--- src/rtl/tlul_pkg.sv ---
// TL-UL bus types, opcodes, response-error encoding and the legal byte-mask list
// shared by the LSU host adapter and its mask checker.
package tlul_pkg;

  localparam int unsigned TlAw  = 32;
  localparam int unsigned TlDw  = 32;
  localparam int unsigned TlMw  = 4;
  localparam int unsigned TlSzw = 2;
  localparam int unsigned TlAiw = 8;
  localparam int unsigned TlDiw = 1;

  typedef enum logic [2:0] {
    PutFullData    = 3'h0,
    PutPartialData = 3'h1,
    Get            = 3'h4
  } tl_a_op_e;

  typedef enum logic [2:0] {
    AccessAck     = 3'h0,
    AccessAckData = 3'h1
  } tl_d_op_e;

  localparam logic RspOk  = 1'b0;
  localparam logic RspErr = 1'b1;

  // Naturally aligned byte, halfword and word masks
  localparam int unsigned NumLegalBe = 7;
  localparam logic [NumLegalBe-1:0][TlMw-1:0] LegalBe = {
    4'b0001, 4'b0010, 4'b0100, 4'b1000, 4'b0011, 4'b1100, 4'b1111
  };

  typedef struct packed {
    logic             a_valid;
    tl_a_op_e         a_opcode;
    logic [2:0]       a_param;
    logic [TlSzw-1:0] a_size;
    logic [TlAiw-1:0] a_source;
    logic [TlAw-1:0]  a_address;
    logic [TlMw-1:0]  a_mask;
    logic [TlDw-1:0]  a_data;
    logic             d_ready;
  } tl_h2d_t;

  typedef struct packed {
    logic             d_valid;
    tl_d_op_e         d_opcode;
    logic [2:0]       d_param;
    logic [TlSzw-1:0] d_size;
    logic [TlAiw-1:0] d_source;
    logic [TlDiw-1:0] d_sink;
    logic [TlDw-1:0]  d_data;
    logic             d_error;
    logic             a_ready;
  } tl_d2h_t;

endpackage

--- src/rtl/tlul_host_mask_chk.sv ---
// Combinational check that a byte-enable pattern is one of the naturally aligned
// masks the adapter may issue on TL-UL.
module tlul_host_mask_chk
  import tlul_pkg::*;
(
  input  logic [TlMw-1:0] be_i,
  output logic            legal_o
);

  always_comb begin
    legal_o = 1'b0;
    for (int unsigned i = 0; i < NumLegalBe; i++) begin
      if (be_i == LegalBe[i]) legal_o = 1'b1;
    end
  end

endmodule

--- src/rtl/tlul_host_lsu_adapter.sv ---
// Bridges the core LSU request/response handshake onto a single-outstanding TL-UL host port.
// Optional feature macro: TLUL_HOST_ALIGN_CHECK_EN rejects unaligned byte masks locally.
module tlul_host_lsu_adapter
  import tlul_pkg::*;
#(
  parameter int unsigned SourceId = 0
) (
  input  logic                    clk_i,
  input  logic                    rst_ni,
  input  logic                    lsu_req_i,
  output logic                    lsu_gnt_o,
  input  logic                    lsu_we_i,
  input  logic [TlMw-1:0]         lsu_be_i,
  input  logic [TlAw-1:0]         lsu_addr_i,
  input  logic [TlDw-1:0]         lsu_wdata_i,
  output logic                    lsu_rvalid_o,
  output logic [TlDw-1:0]         lsu_rdata_o,
  output logic                    lsu_err_o,
  output tlul_pkg::tl_h2d_t       tl_o,
  input  tlul_pkg::tl_d2h_t       tl_i
);

  typedef enum logic [1:0] {
    Idle  = 2'd0,
    APend = 2'd1,
    DWait = 2'd2
  } state_e;

  state_e            state_q;
  logic              we_q;
  logic [TlMw-1:0]   be_q;
  logic [TlAw-3:0]   addr_q;
  logic [TlDw-1:0]   wdata_q;
  logic              rvalid_q;
  logic [TlDw-1:0]   rdata_q;
  logic              err_q;
  logic              be_legal;

`ifdef TLUL_HOST_ALIGN_CHECK_EN
  tlul_host_mask_chk u_mask_chk (
    .be_i    (lsu_be_i),
    .legal_o (be_legal)
  );
`else
  assign be_legal = 1'b1;
`endif

  assign lsu_gnt_o    = lsu_req_i && (state_q == Idle);
  assign lsu_rvalid_o = rvalid_q;
  assign lsu_rdata_o  = rdata_q;
  assign lsu_err_o    = err_q;

  // Response fields and TL addressing below the word are not needed by the core side
  logic unused_sigs;
  assign unused_sigs = ^{tl_i.d_opcode, tl_i.d_param, tl_i.d_size, tl_i.d_source,
                         tl_i.d_sink, lsu_addr_i[1:0]};

  always_ff @(posedge clk_i) begin
    if (!rst_ni) begin
      state_q  <= Idle;
      we_q     <= 1'b0;
      be_q     <= '0;
      addr_q   <= '0;
      wdata_q  <= '0;
      rvalid_q <= 1'b0;
      rdata_q  <= '0;
      err_q    <= RspOk;
    end else begin
      rvalid_q <= 1'b0;
      unique case (state_q)
        Idle: begin
          if (lsu_req_i) begin
            we_q    <= lsu_we_i;
            be_q    <= lsu_be_i;
            addr_q  <= lsu_addr_i[TlAw-1:2];
            wdata_q <= lsu_wdata_i;
            if (be_legal) begin
              state_q <= APend;
            end else begin
              rvalid_q <= 1'b1;
              rdata_q  <= '0;
              err_q    <= RspErr;
            end
          end
        end
        APend: begin
          // A device may answer in the same cycle it accepts the request
          if (tl_i.a_ready && tl_i.d_valid) begin
            state_q  <= Idle;
            rvalid_q <= 1'b1;
            rdata_q  <= we_q ? '0 : tl_i.d_data;
            err_q    <= (tl_i.d_error == RspErr);
          end else if (tl_i.a_ready) begin
            state_q <= DWait;
          end
        end
        DWait: begin
          if (tl_i.d_valid) begin
            state_q  <= Idle;
            rvalid_q <= 1'b1;
            rdata_q  <= we_q ? '0 : tl_i.d_data;
            err_q    <= (tl_i.d_error == RspErr);
          end
        end
        default: state_q <= Idle;
      endcase
    end
  end

  always_comb begin
    tl_o           = '0;
    tl_o.a_valid   = (state_q == APend);
    tl_o.a_opcode  = !we_q ? Get : ((be_q == 4'hF) ? PutFullData : PutPartialData);
    tl_o.a_param   = 3'b000;
    tl_o.a_size    = TlSzw'(2);
    tl_o.a_source  = TlAiw'(SourceId);
    tl_o.a_address = {addr_q, 2'b00};
    tl_o.a_mask    = we_q ? be_q : 4'hF;
    tl_o.a_data    = we_q ? wdata_q : '0;
    tl_o.d_ready   = (state_q == APend) || (state_q == DWait);
  end

endmodule

--- config.mk ---
export PLATFORM = sky130hd
export DESIGN_NAME = tlul_host_lsu_adapter
export DESIGN_NICKNAME = d
export VERILOG_FILES = /design/src/rtl/tlul_pkg.sv /design/src/rtl/tlul_host_mask_chk.sv /design/src/rtl/tlul_host_lsu_adapter.sv
export SDC_FILE = /design/constraint.sdc
export NUM_CORES = 1
export LEC_CHECK = 0
export BUFFER_PORTS_ARGS = -buffer_cell sky130_fd_sc_hd__buf_2
export CAP_MARGIN = 15
export CELL_PAD_IN_SITES_DETAIL_PLACEMENT = 1
export CELL_PAD_IN_SITES_GLOBAL_PLACEMENT = 1
export CORE_MARGIN = 3
export CORE_UTILIZATION = 31
export DETAILED_ROUTE_END_ITERATION = 16
export PLACE_DENSITY = 0.8
export SYNTH_ARGS = -nofsm -noshare
export SYNTH_HDL_FRONTEND = slang
export SYNTH_SLANG_ARGS = --single-unit
--- constraint.sdc ---
create_clock -name clk_i -period 2.3 [get_ports clk_i]
set_clock_uncertainty 0.1 [all_clocks]
set_input_delay 0.23 -clock clk_i [delete_from_list [all_inputs] [get_ports clk_i]]
set_output_delay 0.23 -clock clk_i [all_outputs]
set_load 0.03 [all_outputs]
After elaboration in Yosys (flattened, before gate mapping)
Index checks and enable logic that the tools add are counted.

storage, ports and cells
  logic and storage cells = 42
  input port bits = 124
  output and inout port bits = 121
  register bits = 103

cells by class
  eq/ne operators = 7
  reduce and logical (&&, ||, !) cells = 8
  mux-type cells = 19

operators by type and width
  operator              count
  $mux W32              4
  $pmux W32 S2          1
  $mux W2               4
  $pmux W2 S3           1
  $reduce_and A3 Y1     2
  $mux W1               5
  $eq A4 B4 Y1 const B  1
  $mux W4               1
  $ne A2 B2 Y1 const B  2
  $pmux W1 S2           2
  $mux W3               1
  $ne A3 B1 Y1 const B  1
  $eq A2 B1 Y1 const B  1
  $eq A2 B2 Y1 const B  1
  $logic_and A1 B1 Y1   2
  $logic_not A2 Y1      1
  $ne A2 B1 Y1 const B  1
  $reduce_and A2 Y1     1
  $reduce_bool A2 Y1    1
  $logic_or A1 B1 Y1    1

Longest topological paths before layout
Gate-level depths: netlist (run 1).

  depth after elaboration = 3
  mapped depth = 8
  depth with buffers taken out = 6

Least setup slack after synthesis (run 1)
OpenSTA, ideal clock, no wires.

  path kind = register to register
  from = register state_q[1]
  to = register rdata_q[22] (netlist: lsu_rdata_o[22])
  cell stages (with the launch flop) = 8
  arrival time = 1,764 ps
  buffers on the path = 2
  period minus slack after synthesis = 1,980 ps
  required time = 2,084 ps
  setup time = 116 ps
  slack = 320 ps
  cell sequence = dfxtp_1 > inv_1 > ha_1 > mux2_4 > and2_4 > buf_6 > buf_6 > a41o_1

RTL lines
  item                    line                          text
  from (decl)             tlul_host_lsu_adapter.sv:29   state_e state_q;
  from (signal assigned)  tlul_host_lsu_adapter.sv:60   state_q <= Idle;
  from (signal assigned)  tlul_host_lsu_adapter.sv:78   state_q <= APend;
  from (signal assigned)  tlul_host_lsu_adapter.sv:89   state_q <= Idle;
  to (signal assigned)    tlul_host_lsu_adapter.sv:91   rdata_q <= we_q ? '0 : tl_i.d_data;
  to (signal assigned)    tlul_host_lsu_adapter.sv:101  rdata_q <= we_q ? '0 : tl_i.d_data;
  to (decl)               tlul_host_lsu_adapter.sv:35   logic [TlDw-1:0] rdata_q;

Final worst setup path (run 1)
  from = register state_q[1]
  to = output lsu_gnt_o

between the ends
  cells in the longest elaborated chain, start to end = 2

ends and longest elaborated chain
  item                 line                         text
  $logic_not A2 Y1     tlul_host_lsu_adapter.sv:48  assign lsu_gnt_o = lsu_req_i && (state_q == Idle);
  $logic_and A1 B1 Y1  tlul_host_lsu_adapter.sv:48
  to (decl)            tlul_host_lsu_adapter.sv:11  output logic lsu_gnt_o,

No other way between the ends.

==> results of run 1 <==
cell type report:
type / instances / area, µm² / share of cell area
multi-input combinational: 372 / 2080 / 0.352
inverter: 7 / 26.3 / 0.00445
sequential: 103 / 2060 / 0.350
timing repair buffer: 227 / 1230 / 0.208
tap: 180 / 225 / 0.0382
clock inverter: 4 / 47.5 / 0.00806
clock buffer: 11 / 233 / 0.0394
power groups by stage:
| stage | registers, µW | logic, µW | clock network, µW |
|---|---|---|---|
| 2_1_floorplan | 2240 | 664 | 0 |
| 3_3_place_gp | 2060 | 1160 | 0 |
| 3_5_place_dp | 2080 | 1200 | 0 |
| 4_1_cts | 2040 | 1220 | 1550 |
| 5_1_grt | 2060 | 1310 | 1610 |
| 6_report | 2040 | 1200 | 1480 |
through the flow:
step	util	instance area (µm²)	hold slack, ns	setup slack [ns]
final	0.423	5900	0.0172	0.324
after global placement	0.398	5540	0.336	0.488
after CTS	0.423	5900	0.000443	0.302
after detailed placement	0.398	5540	0.342	0.361
after global routing	0.423	5900	0.00711	0.195
after floorplan	-	4500	0.265	0.320
cell usage after synthesis, types with 3 or more instances:
cell / instances / area [µm²]
sky130_fd_sc_hd__dfxtp_1: 103 / 2060
sky130_fd_sc_hd__ha_1: 5 / 62.6
sky130_fd_sc_hd__nand2_1: 173 / 649
sky130_fd_sc_hd__inv_1: 4 / 15.0
sky130_fd_sc_hd__a21boi_1: 67 / 503
sky130_fd_sc_hd__a21oi_1: 33 / 165
sky130_fd_sc_hd__clkbuf_1: 34 / 128
sky130_fd_sc_hd__nand2b_1: 4 / 25.0
sky130_fd_sc_hd__buf_1: 3 / 11.3
sky130_fd_sc_hd__a41o_1: 32 / 320
sky130_fd_sc_hd__and2_1: 32 / 200
sky130_fd_sc_hd__buf_6: 4 / 45.0
sky130_fd_sc_hd__buf_2: 6 / 30.0
sky130_fd_sc_hd__buf_4: 16 / 120
sequential cells by signal, indices dropped and copies added (netlist names):
name and flops:
lsu_rvalid_o 1, addr_q 30, be_q 4, state_q 2, lsu_err_o 1, we_q 1, wdata_q 32, lsu_rdata_o 32
timing repair:
item | CTS | global route
hold buffers | 8 | 0
endpoints found under the hold margin | 8 | 0
resized for setup | 0 | 0
per-layer routing:
layer  share of wire  vias up  global-route usage  wire (µm)
met5               0        -                   0          0
met4           0.020        0              0.0574        276
met3           0.069       21              0.0602        961
met2            0.52      137               0.316       7230
met1            0.39     2064               0.185       5490
li1                -     2115                   -          -
cells by family (layout without fill, tap and decap cells):
group                    count (synthesis)  in the layout  share of synthesized area
adder cells (fa/ha/maj)                  5              5                     0.0141
flip-flops                             103            103                      0.464
AO/OA/AOI/OAI                          136            136                      0.231
other                                    2             16                    0.00169
multiplexers                             3              3                    0.00788
buffers and inverters                   70            249                     0.0811
AND/OR/NAND/NOR                        212            212                      0.201
worst max path at each step:
stage,end,startpoint,depth (start not counted),slack [ns]
4_1_cts,lsu_gnt_o,state_q[0]$_SDFFE_PN0P_,5,0.30
3_5_place_dp,lsu_rdata_o[22]$_SDFFE_PN0P_,state_q[0]$_SDFFE_PN0P_,5,0.36
6_report,lsu_gnt_o,state_q[1]$_SDFFE_PN0P_,5,0.32
5_1_grt,lsu_gnt_o,state_q[0]$_SDFFE_PN0P_,5,0.19
2_1_floorplan,lsu_rdata_o[22]$_SDFFE_PN0P_,state_q[1]$_SDFFE_PN0P_,7,0.32
3_3_place_gp,lsu_rdata_o[6]$_SDFFE_PN0P_,state_q[1]$_SDFFE_PN0P_,5,0.49
worst max-delay path, cell delays in order (launching register included):
cell and delay (ns):
sky130_fd_sc_hd__dfxtp_1 0.34, sky130_fd_sc_hd__inv_1 0.14, sky130_fd_sc_hd__ha_1 0.23, sky130_fd_sc_hd__nand2_2 0.09, sky130_fd_sc_hd__inv_2 0.23, sky130_fd_sc_hd__buf_2 0.26
==> flow_results.xml, run 1 <==
<?xml version="1.0" encoding="UTF-8"?>
<metrics>
  <group name="floorplanning">
    <metric name="floorplan.die_area" unit="µm²">15800</metric>
    <metric name="rows" unit="">43</metric>
    <metric name="die_width" unit="µm">126</metric>
    <metric name="initial_utilization" unit="">0.319</metric>
    <metric name="io-pin-count" unit="">245</metric>
    <metric name="height_of_the_die" unit="µm">126</metric>
    <metric name="core_region_area" unit="µm²">13900</metric>
  </group>
  <group name="placement">
    <metric name="detailedPlacementHpwl" unit="µm">10100</metric>
    <metric name="gp_routability_congestion" unit="">0.803</metric>
    <metric name="port_buffers" unit="">209</metric>
    <metric name="post-place-cells" unit="">881</metric>
  </group>
  <group name="cts">
    <metric name="clock_sinks" unit="">103</metric>
    <metric name="clock_tree.htree_level_count" unit="">3</metric>
    <metric name="tritoncts" unit="">yes</metric>
    <metric name="clk-insertion-delay-late" unit="ns">0.35</metric>
    <metric name="post_cts_buffers" unit="">0</metric>
    <metric name="clockRootBuffer" unit="">sky130_fd_sc_hd__clkbuf_16</metric>
    <metric name="path_clk_slew" unit="ns">0.07</metric>
    <metric name="clock_tree.buffer_depth" unit="">2</metric>
    <metric name="cts_inserted_buffers" unit="">9</metric>
  </group>
  <group name="detailed_routing">
    <metric name="via_count" unit="">4337</metric>
    <metric name="antenna_violating_nets_post_route" unit="">0</metric>
    <metric name="drt_first_pass_iters" unit="">4</metric>
    <metric name="drc_errors" unit="">0</metric>
    <metric name="via_count_normalized_by_instance_count" unit="">4.80</metric>
    <metric name="wl_per_cell" unit="µm">15.4</metric>
    <metric name="routed_wl" unit="µm">14000</metric>
    <metric name="detailedRoute.firstIterationViolations" unit="">215</metric>
  </group>
  <group name="power_and_ir_drop">
    <metric name="design_power_total" unit="µW">4710</metric>
    <metric name="irDropWorstVdd" unit="mV">0.514</metric>
    <metric name="power.share.clock" unit="">0.314</metric>
    <metric name="power-per-cell-area" unit="nW/µm²">799</metric>
    <metric name="power.combinational.fraction" unit="">0.254</metric>
    <metric name="power.switching_fraction" unit="">0.328</metric>
    <metric name="p_leak" unit="µW">0.00307</metric>
    <metric name="internal-power" unit="µW">3160</metric>
    <metric name="power.sequential.fraction" unit="">0.432</metric>
    <metric name="power.net_switching" unit="µW">1550</metric>
  </group>
  <group name="run">
    <metric name="timing.max_cap.violations" unit="">0</metric>
  </group>
  <group name="synthesis">
    <metric name="synth_cell_type_count" unit="">26</metric>
    <metric name="syn_area_per_cell" unit="µm²">8.37</metric>
    <metric name="synth-edff-count" unit="">0</metric>
    <metric name="syn_inst" unit="">531</metric>
    <metric name="synth_warnings" unit="">0</metric>
    <metric name="yosysSeqAreaShare" unit="">0.464</metric>
    <metric name="netlist_area" unit="µm²">4440</metric>
    <metric name="synth-seq-cells" unit="">103</metric>
    <metric name="synth_async_sr_flop_share" unit="">0</metric>
    <metric name="postSynth.topFlopCell" unit="">sky130_fd_sc_hd__dfxtp_1</metric>
  </group>
  <group name="cells_and_area">
    <metric name="fin_nets" unit="">849</metric>
    <metric name="mostFrequentLayoutCells" unit="">sky130_fd_sc_hd__buf_2 (208), sky130_fd_sc_hd__nand2_1 (172), sky130_fd_sc_hd__dfxtp_1 (103), sky130_fd_sc_hd__a21boi_1 (67), sky130_fd_sc_hd__a21oi_1 (33)</metric>
    <metric name="n_antenna_cell" unit="">0</metric>
    <metric name="area_growth_syn_to_fin" unit="%">32.7</metric>
    <metric name="finalNonFillerCells" unit="">904</metric>
    <metric name="n_fill_cell" unit="">1709</metric>
    <metric name="final_common_cell" unit="">sky130_fd_sc_hd__buf_2</metric>
    <metric name="layout-drive-gt1-share" unit="">0.327</metric>
  </group>
  <group name="timing">
    <metric name="finalSetupTns" unit="ns">0</metric>
    <metric name="rsz0062_at_grt" unit="">no</metric>
    <metric name="fin_crit_sh" unit="">0.859</metric>
    <metric name="final_max_slew_viol_count" unit="">0</metric>
    <metric name="hold_viol" unit="">0</metric>
    <metric name="period_minus_slack" unit="ns">1.98</metric>
    <metric name="maxClockFrequency" unit="MHz">506</metric>
    <metric name="timing.final.setup_violations" unit="">0</metric>
  </group>
  <group name="worst_setup_path">
    <metric name="endpoint_kind" unit="">primary output</metric>
    <metric name="worst-r2r-cell-count" unit="">5</metric>
    <metric name="timing.critical_path.arrival" unit="ns">1.65</metric>
    <metric name="timing.critical_path.required" unit="ns">1.97</metric>
    <metric name="path_max_fanout" unit="">12</metric>
    <metric name="timing.reg2reg.setup_slack" unit="ns">0.36</metric>
    <metric name="critical_path.reg2reg.endpoint" unit="">lsu_rdata_o[6]$_SDFFE_PN0P_</metric>
    <metric name="timing.critical_path.from_type" unit="">flop</metric>
    <metric name="critical_path_class" unit="">reg -&gt; out</metric>
    <metric name="timing.rr.start" unit="">state_q[0]$_SDFFE_PN0P_</metric>
  </group>
  <group name="global_route">
    <metric name="grt_pass1_vias" unit="">4697</metric>
    <metric name="grt_max_degree" unit="">66</metric>
    <metric name="antenna_found_initial" unit="">0</metric>
    <metric name="grt_util_all_layers" unit="">0.173</metric>
    <metric name="grt_pass1_wl" unit="µm">22600</metric>
    <metric name="overflow" unit="">0</metric>
  </group>
  <group name="worst_hold_path">
    <metric name="timing.hold.worst_path_depth" unit="">3</metric>
    <metric name="holdPathEnd" unit="">wdata_q[1]$_SDFFE_PN0P_</metric>
    <metric name="hold_path.class" unit="">in -&gt; reg</metric>
    <metric name="min-delay-start" unit="">lsu_wdata_i[1]</metric>
  </group>
  <group name="run_status">
    <metric name="run_status" unit="">finished, final reports clean</metric>
  </group>
</metrics>
(Power assumes the default switching activity.)
==> run 2, diff against run 1 <==
--- a/config.mk
+++ b/config.mk
@@ -12,6 +12,7 @@
 export CORE_MARGIN = 3
 export CORE_UTILIZATION = 31
 export DETAILED_ROUTE_END_ITERATION = 16
+export MAX_ROUTING_LAYER = met4
 export PLACE_DENSITY = 0.8
 export SYNTH_ARGS = -nofsm -noshare
 export SYNTH_HDL_FRONTEND = slang
==> run 2 against run 1 <==
Fmax is 0.14% lower; core utilization stayed put; clock power hardly changed; first-iteration DRC count is 6.5% higher; sequential power hardly changed; sequential cell count stayed put; register-to-register slack hardly changed; die area stayed put; final area stayed put; worst setup slack worse by 0.0027 ns; combinational power hardly changed.
==> flow_results.xml, run 2 (synthesized netlist as in run 1, its figures left out) <==
<?xml version="1.0" encoding="UTF-8"?>
<metrics>
  <group name="timing">
    <metric name="period_minus_slack" unit="ns">1.98</metric>
    <metric name="finalSetupTns" unit="ns">0</metric>
    <metric name="timing.final.setup_violations" unit="">0</metric>
    <metric name="final_max_slew_viol_count" unit="">0</metric>
    <metric name="hold_viol" unit="">0</metric>
    <metric name="fin_crit_sh" unit="">0.860</metric>
    <metric name="maxClockFrequency" unit="MHz">505</metric>
    <metric name="rsz0062_at_grt" unit="">no</metric>
  </group>
  <group name="cells_and_area">
    <metric name="mostFrequentLayoutCells" unit="">sky130_fd_sc_hd__buf_2 (208), sky130_fd_sc_hd__nand2_1 (172), sky130_fd_sc_hd__dfxtp_1 (103), sky130_fd_sc_hd__a21boi_1 (67), sky130_fd_sc_hd__a21oi_1 (33)</metric>
    <metric name="n_antenna_cell" unit="">0</metric>
    <metric name="n_fill_cell" unit="">1709</metric>
    <metric name="multi_input_area" unit="µm²">2080</metric>
    <metric name="finalNonFillerCells" unit="">904</metric>
    <metric name="area_growth_syn_to_fin" unit="%">32.7</metric>
    <metric name="final_common_cell" unit="">sky130_fd_sc_hd__buf_2</metric>
    <metric name="fin_nets" unit="">849</metric>
    <metric name="layout-drive-gt1-share" unit="">0.327</metric>
    <metric name="post-route-util" unit="">0.423</metric>
    <metric name="sequential_area" unit="µm²">2060</metric>
    <metric name="stdcell_area" unit="µm²">5900</metric>
  </group>
  <group name="detailed_routing">
    <metric name="detailedRoute.firstIterationViolations" unit="">229</metric>
    <metric name="antenna_violating_nets_post_route" unit="">0</metric>
    <metric name="wl_met1" unit="µm">5660</metric>
    <metric name="wl_per_cell" unit="µm">15.4</metric>
    <metric name="drt_first_pass_iters" unit="">4</metric>
    <metric name="via_count_normalized_by_instance_count" unit="">4.77</metric>
    <metric name="drc_errors" unit="">0</metric>
    <metric name="met2_wirelength" unit="µm">7210</metric>
    <metric name="via_count" unit="">4310</metric>
    <metric name="wl_met3" unit="µm">799</metric>
    <metric name="top_signal_layer_used" unit="">met4</metric>
    <metric name="routed_wl" unit="µm">13900</metric>
  </group>
  <group name="run">
    <metric name="timing.max_cap.violations" unit="">0</metric>
  </group>
  <group name="worst_setup_path">
    <metric name="endpoint_kind" unit="">primary output</metric>
    <metric name="path_max_fanout" unit="">12</metric>
    <metric name="timing.critical_path.arrival" unit="ns">1.65</metric>
    <metric name="worst-r2r-cell-count" unit="">5</metric>
    <metric name="timing.critical_path.from_type" unit="">flop</metric>
    <metric name="timing.rr.start" unit="">state_q[0]$_SDFFE_PN0P_</metric>
    <metric name="timing.critical_path.required" unit="ns">1.97</metric>
    <metric name="timing.reg2reg.setup_slack" unit="ns">0.36</metric>
    <metric name="cp-endpoint" unit="">lsu_gnt_o</metric>
    <metric name="critical_path.reg2reg.endpoint" unit="">lsu_rdata_o[6]$_SDFFE_PN0P_</metric>
    <metric name="critical_path.startpoint" unit="">state_q[1]$_SDFFE_PN0P_</metric>
    <metric name="critical_path_class" unit="">reg -&gt; out</metric>
  </group>
  <group name="floorplanning">
    <metric name="die_width" unit="µm">126</metric>
    <metric name="floorplan.die_area" unit="µm²">15800</metric>
    <metric name="initial_utilization" unit="">0.319</metric>
    <metric name="io-pin-count" unit="">245</metric>
    <metric name="core_region_area" unit="µm²">13900</metric>
    <metric name="rows" unit="">43</metric>
    <metric name="height_of_the_die" unit="µm">126</metric>
  </group>
  <group name="worst_hold_path">
    <metric name="timing.hold.worst_path_depth" unit="">3</metric>
    <metric name="hold_path.class" unit="">in -&gt; reg</metric>
  </group>
  <group name="cts">
    <metric name="tritoncts" unit="">yes</metric>
    <metric name="cts_inserted_buffers" unit="">9</metric>
    <metric name="clk-insertion-delay-late" unit="ns">0.35</metric>
    <metric name="clock_tree.htree_level_count" unit="">3</metric>
    <metric name="clock_tree.buffer_depth" unit="">2</metric>
    <metric name="post_cts_buffers" unit="">0</metric>
    <metric name="path_clk_slew" unit="ns">0.07</metric>
    <metric name="clock_sinks" unit="">103</metric>
    <metric name="clockRootBuffer" unit="">sky130_fd_sc_hd__clkbuf_16</metric>
  </group>
  <group name="power_and_ir_drop">
    <metric name="irDropWorstVdd" unit="mV">0.513</metric>
    <metric name="power-per-cell-area" unit="nW/µm²">799</metric>
    <metric name="p_leak" unit="µW">0.00307</metric>
    <metric name="design_power_total" unit="µW">4710</metric>
  </group>
  <group name="placement">
    <metric name="detailedPlacementHpwl" unit="µm">10100</metric>
    <metric name="port_buffers" unit="">209</metric>
    <metric name="gp_routability_congestion" unit="">0.814</metric>
    <metric name="dpl-instance-area" unit="µm²">5540</metric>
    <metric name="post-place-cells" unit="">881</metric>
  </group>
  <group name="global_route">
    <metric name="antenna_found_initial" unit="">0</metric>
    <metric name="overflow" unit="">0</metric>
    <metric name="grt_max_degree" unit="">66</metric>
    <metric name="grt_pass1_wl" unit="µm">22600</metric>
    <metric name="grt_pass1_vias" unit="">4695</metric>
    <metric name="grt_util_all_layers" unit="">0.178</metric>
  </group>
  <group name="run_status">
    <metric name="run_status" unit="">finished, final reports clean</metric>
  </group>
</metrics>
==> run 2: cell counts in the layout (fill, tap and decap cells not counted) <==
No cell type changed its count.
==> run 2: per-layer routing <==
| metal | vias to the layer above | global-route usage |
|---|---|---|
| met1 | 2039 | 0.193 |
| met2 | 137 | 0.315 |
| met4 | 0 | 0.0574 |
| met3 | 20 | 0.0509 |
| met5 | - | - |
| li1 | 2114 | - |
==> run 2: worst min-delay path by stage <==
stage	slack (ns)	endpoint	startpoint
final	0.02	addr_q[1]$_SDFFE_PN0P_	lsu_addr_i[3]
after global routing	0.007	addr_q[17]$_SDFFE_PN0P_	lsu_addr_i[19]
after CTS	0.0004	addr_q[13]$_SDFFE_PN0P_	lsu_addr_i[15]
after detailed placement	0.34	addr_q[21]$_SDFFE_PN0P_	addr_q[21]$_SDFFE_PN0P_
after global placement	0.34	wdata_q[11]$_SDFFE_PN0P_	wdata_q[11]$_SDFFE_PN0P_
after floorplan	0.26	wdata_q[0]$_SDFFE_PN0P_	lsu_wdata_i[0]
==> run 2: repair_timing <==
| action | 4_1_cts | 5_1_grt |
|---|---|---|
| endpoints found under the hold margin | 8 | 0 |
| hold buffers | 8 | 0 |
| resized for setup | 0 | 0 |
| setup endpoints to repair | 0 | 0 |
==> run 2: metrics by stage <==
stage | hold WS [ns] | setup slack (ns)
final | 0.0176 | 0.321
after global routing | 0.00718 | 0.195
after CTS | 0.000443 | 0.302
after detailed placement | 0.342 | 0.361
after global placement | 0.336 | 0.488
after floorplan | 0.265 | 0.320
==> run 2: critical path, stage by stage (launching register included) <==
cell	delay, ns
sky130_fd_sc_hd__dfxtp_1	0.34
sky130_fd_sc_hd__inv_1	0.14
sky130_fd_sc_hd__ha_1	0.23
sky130_fd_sc_hd__nand2_2	0.09
sky130_fd_sc_hd__inv_2	0.23
sky130_fd_sc_hd__buf_2	0.26
==> run 2: cell type report <==
class / instances / area share
flip-flops and latches: 103 / 0.350
multi-input cells: 372 / 0.352
inverters: 7 / 0.00445
repair buffers: 227 / 0.208
well taps: 180 / 0.0382
clock inverters: 4 / 0.00806
clock buffers: 11 / 0.0394
==> run 2: power breakdown <==
group | switching [µW] | leakage, µW | internal [µW] | total [µW]
clock network | 645 | 0.000135 | 835 | 1480
registers | 85.9 | 0.000842 | 1950 | 2040
logic | 817 | 0.00210 | 379 | 1200
